**src/rtl/apb_master_pkg.sv**
```systemverilog
// Shared types and constants for the two-requester APB master.
package apb_master_pkg;
  typedef enum logic [1:0] {
    ST_IDLE   = 2'd0,
    ST_SETUP  = 2'd1,
    ST_ACCESS = 2'd2
  } state_e;

  localparam logic SLV1 = 1'b0;
  localparam logic SLV2 = 1'b1;

  localparam int REQ0 = 0;
  localparam int REQ1 = 1;
endpackage

```
**src/rtl/apb_rr_arb2.sv**
```systemverilog
// Two-way round-robin arbiter; the requester not served last wins a tie.
module apb_rr_arb2
  import apb_master_pkg::*;
(
  input  logic       clk_i,
  input  logic       rst_i,
  input  logic [1:0] req_i,
  input  logic [1:0] mask_i,
  input  logic       upd_i,
  output logic [1:0] gnt_o
);
  logic       last_q;
  logic [1:0] eff;

  always_comb begin
    eff   = req_i & ~mask_i;
    gnt_o = eff;
    if (eff == 2'b11) gnt_o = last_q ? 2'b01 : 2'b10;
  end

  // Pointer starts at requester 1 so requester 0 wins the first tie.
  always_ff @(posedge clk_i or posedge rst_i) begin
    if (rst_i)                  last_q <= 1'b1;
    else if (upd_i && |gnt_o)   last_q <= gnt_o[REQ1];
  end
endmodule

```
**src/rtl/apb_master_arb.sv**
```systemverilog
// Two-requester APB master with round-robin arbitration and slave decode.
// Optional ACCESS-phase timeout enabled by defining APB_MASTER_TIMEOUT_EN.
module apb_master_arb
  import apb_master_pkg::*;
#(
  parameter int ADDR_W         = 8,
  parameter int DATA_W         = 8,
  parameter int TIMEOUT_CYCLES = 16
) (
  input  logic                   PCLK,
  input  logic                   PRESET,
  input  logic [1:0]             req_valid,
  input  logic [1:0]             req_write,
  input  logic [1:0][ADDR_W:0]   req_addr,
  input  logic [1:0][DATA_W-1:0] req_wdata,
  output logic [1:0]             req_done,
  output logic                   req_err,
  output logic [DATA_W-1:0]      req_rdata,
  output logic                   PSEL1,
  output logic                   PSEL2,
  output logic                   PENABLE,
  output logic                   PWRITE,
  output logic [ADDR_W-1:0]      PADDR,
  output logic [DATA_W-1:0]      PWDATA,
  input  logic                   PREADY1,
  input  logic                   PREADY2,
  input  logic [DATA_W-1:0]      PRDATA1,
  input  logic [DATA_W-1:0]      PRDATA2
);
  state_e              state_q;
  logic [1:0]          gnt_q, done_q;
  logic                slv_q, psel1_q, psel2_q, penable_q, pwrite_q;
  logic [ADDR_W-1:0]   paddr_q;
  logic [DATA_W-1:0]   pwdata_q, rdata_q;

  logic [1:0]          mask, gnt;
  logic                gidx, rdy_sel, tmo, finish, launch;
  logic [DATA_W-1:0]   prdata_sel;

  // The finishing requester is masked so the other one can follow without an IDLE gap.
  assign mask       = (state_q == ST_ACCESS) ? gnt_q : 2'b00;
  assign gidx       = gnt[REQ1];
  assign rdy_sel    = (slv_q == SLV2) ? PREADY2 : PREADY1;
  assign prdata_sel = (slv_q == SLV2) ? PRDATA2 : PRDATA1;
  assign finish     = (state_q == ST_ACCESS) && (rdy_sel || tmo);
  assign launch     = (|gnt) && ((state_q == ST_IDLE) || finish);

  apb_rr_arb2 u_arb (
    .clk_i  (PCLK),
    .rst_i  (PRESET),
    .req_i  (req_valid),
    .mask_i (mask),
    .upd_i  (launch),
    .gnt_o  (gnt)
  );

`ifdef APB_MASTER_TIMEOUT_EN
  localparam int CNT_W = $clog2(TIMEOUT_CYCLES + 1);
  logic [CNT_W-1:0] cnt_q;
  logic             err_q;

  assign tmo     = (state_q == ST_ACCESS) && !rdy_sel && (cnt_q == CNT_W'(TIMEOUT_CYCLES - 1));
  assign req_err = err_q;

  always_ff @(posedge PCLK or posedge PRESET) begin
    if (PRESET) begin
      cnt_q <= '0;
      err_q <= 1'b0;
    end else begin
      err_q <= finish && tmo;
      if (launch)                             cnt_q <= '0;
      else if (state_q == ST_ACCESS && !finish) cnt_q <= cnt_q + 1'b1;
    end
  end
`else
  assign tmo     = 1'b0;
  assign req_err = 1'b0;
`endif

  always_ff @(posedge PCLK or posedge PRESET) begin
    if (PRESET) begin
      state_q   <= ST_IDLE;
      gnt_q     <= '0;
      done_q    <= '0;
      slv_q     <= 1'b0;
      psel1_q   <= 1'b0;
      psel2_q   <= 1'b0;
      penable_q <= 1'b0;
      pwrite_q  <= 1'b0;
      paddr_q   <= '0;
      pwdata_q  <= '0;
      rdata_q   <= '0;
    end else begin
      done_q <= '0;
      if (state_q == ST_SETUP) begin
        penable_q <= 1'b1;
        state_q   <= ST_ACCESS;
      end
      if (finish) begin
        state_q   <= ST_IDLE;
        psel1_q   <= 1'b0;
        psel2_q   <= 1'b0;
        penable_q <= 1'b0;
        done_q    <= gnt_q;
        if (tmo)            rdata_q <= '1;
        else if (!pwrite_q) rdata_q <= prdata_sel;
      end
      // A new grant overrides the return to IDLE on a back-to-back completion.
      if (launch) begin
        state_q   <= ST_SETUP;
        gnt_q     <= gnt;
        slv_q     <= req_addr[gidx][ADDR_W];
        psel1_q   <= (req_addr[gidx][ADDR_W] == SLV1);
        psel2_q   <= (req_addr[gidx][ADDR_W] == SLV2);
        penable_q <= 1'b0;
        pwrite_q  <= req_write[gidx];
        paddr_q   <= req_addr[gidx][ADDR_W-1:0];
        pwdata_q  <= req_wdata[gidx];
      end
    end
  end

  assign req_done  = done_q;
  assign req_rdata = rdata_q;
  assign PSEL1     = psel1_q;
  assign PSEL2     = psel2_q;
  assign PENABLE   = penable_q;
  assign PWRITE    = pwrite_q;
  assign PADDR     = paddr_q;
  assign PWDATA    = pwdata_q;
endmodule

```
**config.mk**
```make
export PLATFORM = sky130hd
export DESIGN_NAME = apb_master_arb
export DESIGN_NICKNAME = d
export VERILOG_FILES = /design/src/rtl/apb_master_pkg.sv /design/src/rtl/apb_rr_arb2.sv /design/src/rtl/apb_master_arb.sv
export SDC_FILE = /design/constraint.sdc
export NUM_CORES = 1
export LEC_CHECK = 0
export CORE_MARGIN = 2
export CORE_UTILIZATION = 39
export CTS_CLUSTER_DIAMETER = 200
export DETAILED_ROUTE_END_ITERATION = 12
export PLACE_DENSITY_LB_ADDON = 0.2
export REMOVE_ABC_BUFFERS = 1
export SLEW_MARGIN = 20
export SYNTH_ARGS = -nofsm -noshare
export SYNTH_HDL_FRONTEND = slang
export SYNTH_SLANG_ARGS = --single-unit
```
**constraint.sdc**
```tcl
create_clock -name PCLK -period 2.12 [get_ports PCLK]
set_clock_uncertainty 0.05 [all_clocks]
set_input_delay 0.424 -clock PCLK [delete_from_list [all_inputs] [get_ports PCLK]]
set_output_delay 0.424 -clock PCLK [all_outputs]
set_load 0.05 [all_outputs]
```
======== Word-level counts from Yosys, hierarchy flattened ========
Cells that the tools add are included.
word-level totals
  bits in registers ....................... 36
  latch bits .............................. 0
  bits in writable memories ............... 0
  ROM bits ................................ 0
  bits of input ports ..................... 58
  output and inout port bits .............. 31
  word-level logic and storage cells ...... 50
  memories ................................ 0
operators by class
  add/sub/neg operators ................... 0
  multiply operators ...................... 0
  divide/modulo/power cells ............... 0
  magnitude comparators ................... 1
  eq/ne operators ......................... 3
  shift-type cells ........................ 0
  muxes and demuxes ....................... 21
  bitwise logic cells ..................... 4
  reduce and logical (&&, ||, !) cells .... 9
operator list
  kind                                                 count
  two-way mux 8 bit                                    3
  two-way mux 9 bit                                    2
  two-way mux 2 bit                                    7
  two-way mux 1 bit                                    9
  == test 2 bit (second input constant)                2
  logical AND 1 bit                                    3
  nonzero test 3 bit                                   1
  AND 2 bit                                            1
  == test 2 x 1 -> 1 bit (second input constant)       1
  logical NOT 2 bit                                    1
  < comparator 1 x 2 -> 1 bit (second input constant)  1
  NOT 1 bit                                            2
  NOT 2 bit                                            1
  AND reduction 2 bit                                  1
  nonzero test 2 bit                                   1
  OR reduction 2 bit                                   1
  logical OR 1 bit                                     1

======== Depth between registers and ports, before layout ========
Gate-level depths: netlist (run 1).
  depth in word-level cells ............... 10
  depth in mapped cells ................... 6
  depth with buffers taken out ............ 5

======== Hierarchy ========
Synthesis (run 1) repeated with hierarchy kept, for this count alone.
second synthesis, totals
  cell total of the unflattened synthesis .. 167
  area, all modules ....................... 1878.1 um^2
modules (own cells, without submodules)
  module          times used  cells each  area an instance (um^2)  seq. area each (um^2)
  apb_master_arb  1           158         1793.0                   850.8
  apb_rr_arb2     1           9           85.1                     26.3

======== Worst setup path before layout (run 1) ========
OpenSTA, ideal clock, no wires.
  path kind ............................... reg2reg
  start ................................... register state_q[1]
  end ..................................... register pwdata_q[1], in the netlist PWDATA[1]
  library setup time ...................... 0.125 ns
  data arrival time ....................... 1.870 ns
  required time ........................... 1.945 ns
  setup slack ............................. 0.076 ns
  cell stages (with the launch flop) ...... 6
  path buffers ............................ 1
  clock period less this slack ............ 2.044 ns
  cell sequence ........................... dfrtp_1 -> and3b_1 -> o211ai_1 -> buf_2 -> mux2_2 -> mux2_2
between the ends
  word-level cells in the longest chain between the ends .. 8
  elaborated cells between the ends (all ways) .. 13
  those cells by class .................... 2 x eq/ne; 4 x mux; 2 x bitwise; 5 x reduce/logical
RTL lines
  what                                                                           line                                         RTL
  start: declaration                                                             apb_master_arb.sv:30                         state_e state_q;
  start signal: assignment                                                       apb_master_arb.sv:82                         state_q <= ST_IDLE;
  start signal: assignment                                                       apb_master_arb.sv:97                         state_q <= ST_ACCESS;
  start signal: assignment                                                       apb_master_arb.sv:100                        state_q <= ST_IDLE;
  == test 2 bit                                                                  apb_master_arb.sv:41, apb_master_arb.sv:45
  two-way mux 2 bit                                                              apb_master_arb.sv:41                         assign mask = (state_q == ST_ACCESS) ? gnt_q : 2'b00;
  NOT 2 bit                                                                      apb_rr_arb2.sv:16                            eff = req_i & ~mask_i;
  AND 2 bit                                                                      apb_rr_arb2.sv:16
  == test 2 bit                                                                  apb_rr_arb2.sv:18                            if (eff == 2'b11) gnt_o = last_q ? 2'b01 : 2'b10;
  two-way mux 2 bit                                                              apb_rr_arb2.sv:18
  two-way mux 8 bit (implied by the code) or OR reduction 2 bit (tied branches)  apb_master_arb.sv:118, apb_master_arb.sv:46
  two-way mux 8 bit (implied by the code) or logical AND 1 bit (tied branches)   apb_master_arb.sv:118, apb_master_arb.sv:46
  end signal: assignment                                                         apb_master_arb.sv:118                        pwdata_q <= req_wdata[gidx];
  end: declaration                                                               apb_master_arb.sv:34                         logic [DATA_W-1:0] pwdata_q, rdata_q;
Several ways; a longest one is shown, not always the timed one. The select of a mux whose other input is x is not followed.
A chain may end at the register's enable or synchronous reset.

==> results.cfg, run 1 <==
[run_status]
outcome = finished clean

[yosys]
synth_top_area_share = 0.498
netlist_instances = 124
yosysSeqAreaShare = 0.513
synth_cell_types = 26
yosys.area.top_type = dfrtp_1
ys_ff_latch = 35
yosys_warnings = 0
syn_area_per_cell_um2 = 13.8
yosys-top-cells-area = dfrtp_1, mux2_2, mux2i_1
syn_area_um2 = 1710

[sta]
fin_crit_sh = 0.959
layout_min_cycle_time_ns = 2.03
holdWs_ns = 0.449
setup_viol = 0
tightest_slew_ns = 0.518
slew_headroom = 0.653
rsz0062_at_grt = false
timing.final.hold_violations = 0
slew_viol_final = 0
max_freq_ghz = 0.492

[final_layout]
utilization = 0.645
fin_nets = 278
n_antenna_cell = 0
nFillCells = 344
syn2layout_area_growth_pct = 62.2
final_cell_mix = clkdlybuf4s50_1, mux2_2, dfrtp_1
multiInputGateArea_um2 = 758
final_common_cell = clkdlybuf4s50_1
drive_above_1_share = 0.308
seq_area_um2 = 877

[floorplan]
die_y_um = 70.2
io_pins = 89
num_rows = 24
initial_core_util = 0.398
core_area_um2 = 4290
dieArea_um2 = 4930
fp.dieW_um = 70.2

[critical_path]
cp_data_required_time_ns = 1.65
cp_top_family = buffers and inverters
path_buf_inv = 2
crit_slowest_cell = clkdlybuf4s50_1
cp-start-kind = flip-flop
crit_path_max_fanout = 5
r2r_start = state_q[0]
arrival_ns = 1.56
r2r_setup_slack_ns = 0.18
worstPathCellList = buf_4, clkdlybuf4s50_1
worstRegToRegCells = 5
critPathMaxStageDelay_ns = 0.79
worst_r2r_endpoint = PWDATA[5]
cp-end-kind = output port
critPathKind = flip-flop to output port

[placement]
place_hpwl_um = 2950
io_buffers = 87
place_congestion = 0.733

[clock_network]
htree_levels = 2
clkSinkCount = 35
clockBufferDepth = 2
cts_setup_buffers = 0
cts_buffers = 5
cts_hold_buf = 0
cts_resized = 0
cts_tree = done
clk_latency_ns = 0.29
clk_root_buffer_cell = clkbuf_8
clkTransAtPathRegs_ns = 0.07

[routing]
wirelength_um = 3960
post_drt_wl_per_cell_um = 14.5
viasPerCell = 4.78
drtPass1Iterations = 2
ant_nets = 0
num_vias = 1304
drcViolationCount = 0
drt-initial-drc-count = 75

[grt]
grt_start_max_net_pins = 36
overflow = 0
grt_pass1_vias = 1397
antenna_found_initial = 0
grtUsageTotal = 0.169
grt_pass1_wl_um = 6310

[job]
drv_cap = 0

[pwr]
p_per_area_nw_per_um2 = 1630
leakagePower_uw = 0.00117
max-vdd-ir-drop_uv = 898

[min_path]
hold_end = req_rdata[1]
hold_start = req_rdata[1]
hold_class = flip-flop to flip-flop
holdPathStages = 1
[power by group]
part	total [µW]	internal, µW	switching [µW]
combinational	2790	1210	1590
sequential	1210	1010	195
clock	500	262	238
[sequential cells by signal (all words and copies together) (netlist names)]
name,flops
req_done,2
PSEL2,1
state_q,2
req_rdata,8
PWRITE,1
slv_q,1
PWDATA,8
PSEL1,1
gnt_q,2
PADDR,8
u_arb.last_q,1
[worst max path at each step]
stage | startpoint | end | slack [ns] | cells past startpoint
6_report | state_q[1] | PENABLE | 0.09 | 2
5_1_grt | req_valid[0] | PWDATA[5] | 0.009 | 6
4_1_cts | state_q[1] | PENABLE | 0.08 | 2
3_5_place_dp | req_valid[0] | PADDR[2] | -0.17 | 6
3_3_place_gp | req_valid[0] | PADDR[6] | -0.13 | 6
2_1_floorplan | state_q[1] | PADDR[0] | -0.63 | 4
[worst reg2reg max path, cell delays in order, from the launching register on]
cell and delay [ns]:
dfrtp_1 0.42, and3b_1 0.21, o211ai_1 0.33, buf_12 0.21, mux2_2 0.35, mux2_2 0.26
[per-layer routing]
layer,global-route usage,up-vias,share of wire
li1,-,624,-
met1,0.180,620,0.39
met2,0.296,56,0.51
met3,0.0750,4,0.091
met4,0.0577,0,0.013
met5,0,-,0
[Yosys cell counts, drive strengths merged]
| cell type | instances |
|---|---|
| a21o | 1 |
| a21oi | 3 |
| a31oi | 1 |
| and2 | 2 |
| and3b | 1 |
| buf | 7 |
| conb | 1 |
| dfrtp | 34 |
| dfstp | 1 |
| inv | 5 |
| mux2 | 51 |
| mux2i | 4 |
| nand2 | 2 |
| nand3b | 1 |
| nor2 | 5 |
| nor2b | 1 |
| o211ai | 1 |
| o21a | 1 |
| o22ai | 1 |
| or3b | 1 |
[through the flow]
step / TNS (ns) / area (µm²) / std cells / worst slack (ns) / power [µW]
5_1_grt: 0 / 2770 / 273 / 0.00945 / 4730
6_report: 0 / 2770 / 273 / 0.0864 / 4500
4_1_cts: 0 / 2770 / 273 / 0.0837 / 4560
2_1_floorplan: -12.32 / 1650 / 117 / -0.627 / 3030
3_5_place_dp: -3.30 / 2680 / 265 / -0.165 / 4040
3_3_place_gp: -2.49 / 2680 / 265 / -0.131 / 3970
[logic make-up after synthesis]
group | after synthesis | synth area share
and+or+nand+nor | 13 | 0.0505
AOI/OAI and AO/OA | 8 | 0.0315
muxes | 55 | 0.359
buffers and inverters | 12 | 0.0432
DFF | 35 | 0.513
other | 1 | 0.00219
[final cells by class]
cell class | count | share of cell area
repair buffers | 96 | 0.347
multi-input cells | 77 | 0.274
inverters | 5 | 0.00677
clock buffers | 7 | 0.0312
well taps | 52 | 0.0235
clock inverters | 1 | 0.00181
flip-flops and latches | 35 | 0.316
(Power assumes the default switching activity.)
==> run 2: changes to the inputs <==
--- a/config.mk
+++ b/config.mk
@@ -5,6 +5,7 @@
 export SDC_FILE = /design/constraint.sdc
 export NUM_CORES = 1
 export LEC_CHECK = 0
+export CAP_MARGIN = 20
 export CORE_MARGIN = 2
 export CORE_UTILIZATION = 39
 export CTS_CLUSTER_DIAMETER = 200
==> results of run 2 <==
The final DEF is identical to that of run 1; final timing and power are the same.
==> run 3: changes to the inputs <==
--- a/config.mk
+++ b/config.mk
@@ -10,6 +10,7 @@
 export CORE_UTILIZATION = 39
 export CTS_CLUSTER_DIAMETER = 200
 export DETAILED_ROUTE_END_ITERATION = 12
+export GPL_TIMING_DRIVEN = 0
 export PLACE_DENSITY_LB_ADDON = 0.2
 export REMOVE_ABC_BUFFERS = 1
 export SLEW_MARGIN = 20
==> run 3 against run 2 <==
Net effect:
- clock-buffer cell count unchanged
- hold slack got worse by 0.0097 ns
- cell count is 1.8% lower
- worst setup slack improved by 0.022 ns
- fmax is 1.1% higher
==> results.cfg, run 3 (synthesis results as in run 1) <==
[routing]
num_vias = 1290
drtPass1Iterations = 4
ant_nets = 0
viasPerCell = 4.81
post_drt_wl_per_cell_um = 14.2
drt-initial-drc-count = 53
wirelength_um = 3810
drcViolationCount = 0

[floorplan]
fp.dieW_um = 70.2
io_pins = 89
dieArea_um2 = 4930
num_rows = 24
initial_core_util = 0.398
core_area_um2 = 4290
die_y_um = 70.2

[critical_path]
arrival_ns = 1.54
cp-start-kind = flip-flop
worstPathCellList = clkdlybuf4s50_1
critPathMaxStageDelay_ns = 0.83
path_buf_inv = 1
critPathKind = flip-flop to output port
worstRegToRegCells = 6
cp_top_family = buffers and inverters
cp_data_required_time_ns = 1.65
cp-end-kind = output port
cp.depth = 1
crit_path_max_fanout = 6
crit_slowest_cell = clkdlybuf4s50_1

[sta]
fin_crit_sh = 0.949
slew_viol_final = 0
rsz0062_at_grt = false
slew_headroom = 0.517
setup_tns_ns = 0
setup_viol = 0
timing.final.hold_violations = 0
holdWs_ns = 0.440
layout_min_cycle_time_ns = 2.01
fin_ws_ns = 0.108
tightest_slew_ns = 0.723
max_freq_ghz = 0.497

[grt]
grt_pass1_vias = 1382
grtUsageTotal = 0.161
overflow = 0
grt_pass1_wl_um = 6120
grt_start_max_net_pins = 36
antenna_found_initial = 0

[final_layout]
syn2layout_area_growth_pct = 58.9
n_antenna_cell = 0
final_common_cell = clkdlybuf4s50_1
utilization = 0.633
final_cell_mix = clkdlybuf4s50_1, mux2_2, dfrtp_1
drive_above_1_share = 0.296
fin_nets = 273

[placement]
place_hpwl_um = 2940
io_buffers = 87
place_congestion = 0.704
place_ws_ns = -0.569

[clock_network]
clkSinkCount = 35
clk_root_buffer_cell = clkbuf_8
htree_levels = 2
clk_latency_ns = 0.28
cts_tree = done
cts_buffers = 5
clkTransAtPathRegs_ns = 0.07
cts_hold_buf = 0
clockBufferDepth = 2

[pwr]
leakagePower_uw = 0.00114
max-vdd-ir-drop_uv = 740
total_power_uw = 4370
p_per_area_nw_per_um2 = 1610

[min_path]
holdPathStages = 1
hold_class = flip-flop to flip-flop

[job]
drv_cap = 0

[run_status]
outcome = finished clean
## run 3: metal layers
metal | global-route usage | wire (µm)
met5 | 0 | 0
met1 | 0.161 | 1430
met3 | 0.0750 | 351
met4 | 0.0449 | 25
met2 | 0.295 | 2000
## run 3: worst paths after layout
kind	start	to	slack, ns
setup / recovery	state_q[1]	PENABLE	0.11
hold / removal	req_rdata[2]	req_rdata[2]	0.44
setup reg to reg	state_q[1]	PWDATA[0]	0.14
hold reg to reg	req_rdata[2]	req_rdata[2]	0.44
max in group asynchronous	PRESET	slv_q	0.98
min in group asynchronous	PRESET	PADDR[3]	0.54
## run 3: what timing repair did
action                     4_1_cts  5_1_grt
setup endpoints to repair       22       27
buffers inserted                 2        0
gates resized for setup          2        3
pin swaps                        1        1
## run 3: area by class of cell
cell class              count  area [µm²]
fillers                   328        1580
repair buffers             91         907
flip-flops and latches     35         878
multi-input cells          77         766
clock buffers               7        76.3
well taps                  52        65.1
inverters                   5        18.8
clock inverters             1        5.00
## run 3: report_power, final
| part | total, µW | switching [µW] | internal (µW) | leakage [µW] |
|---|---|---|---|---|
| registers | 1250 | 234 | 1020 | 0.000415 |
| logic | 2670 | 1540 | 1130 | 0.000683 |
| clock network | 451 | 221 | 230 | 0.0000422 |
## run 3: through the flow
| stage | instance area (µm²) | std cells |
|---|---|---|
| 3_3_place_gp | 2590 | 256 |
| 2_1_floorplan | 1650 | 117 |
| 4_1_cts | 2710 | 268 |
| 6_report | 2720 | 268 |
| 3_5_place_dp | 2610 | 259 |
| 5_1_grt | 2720 | 268 |
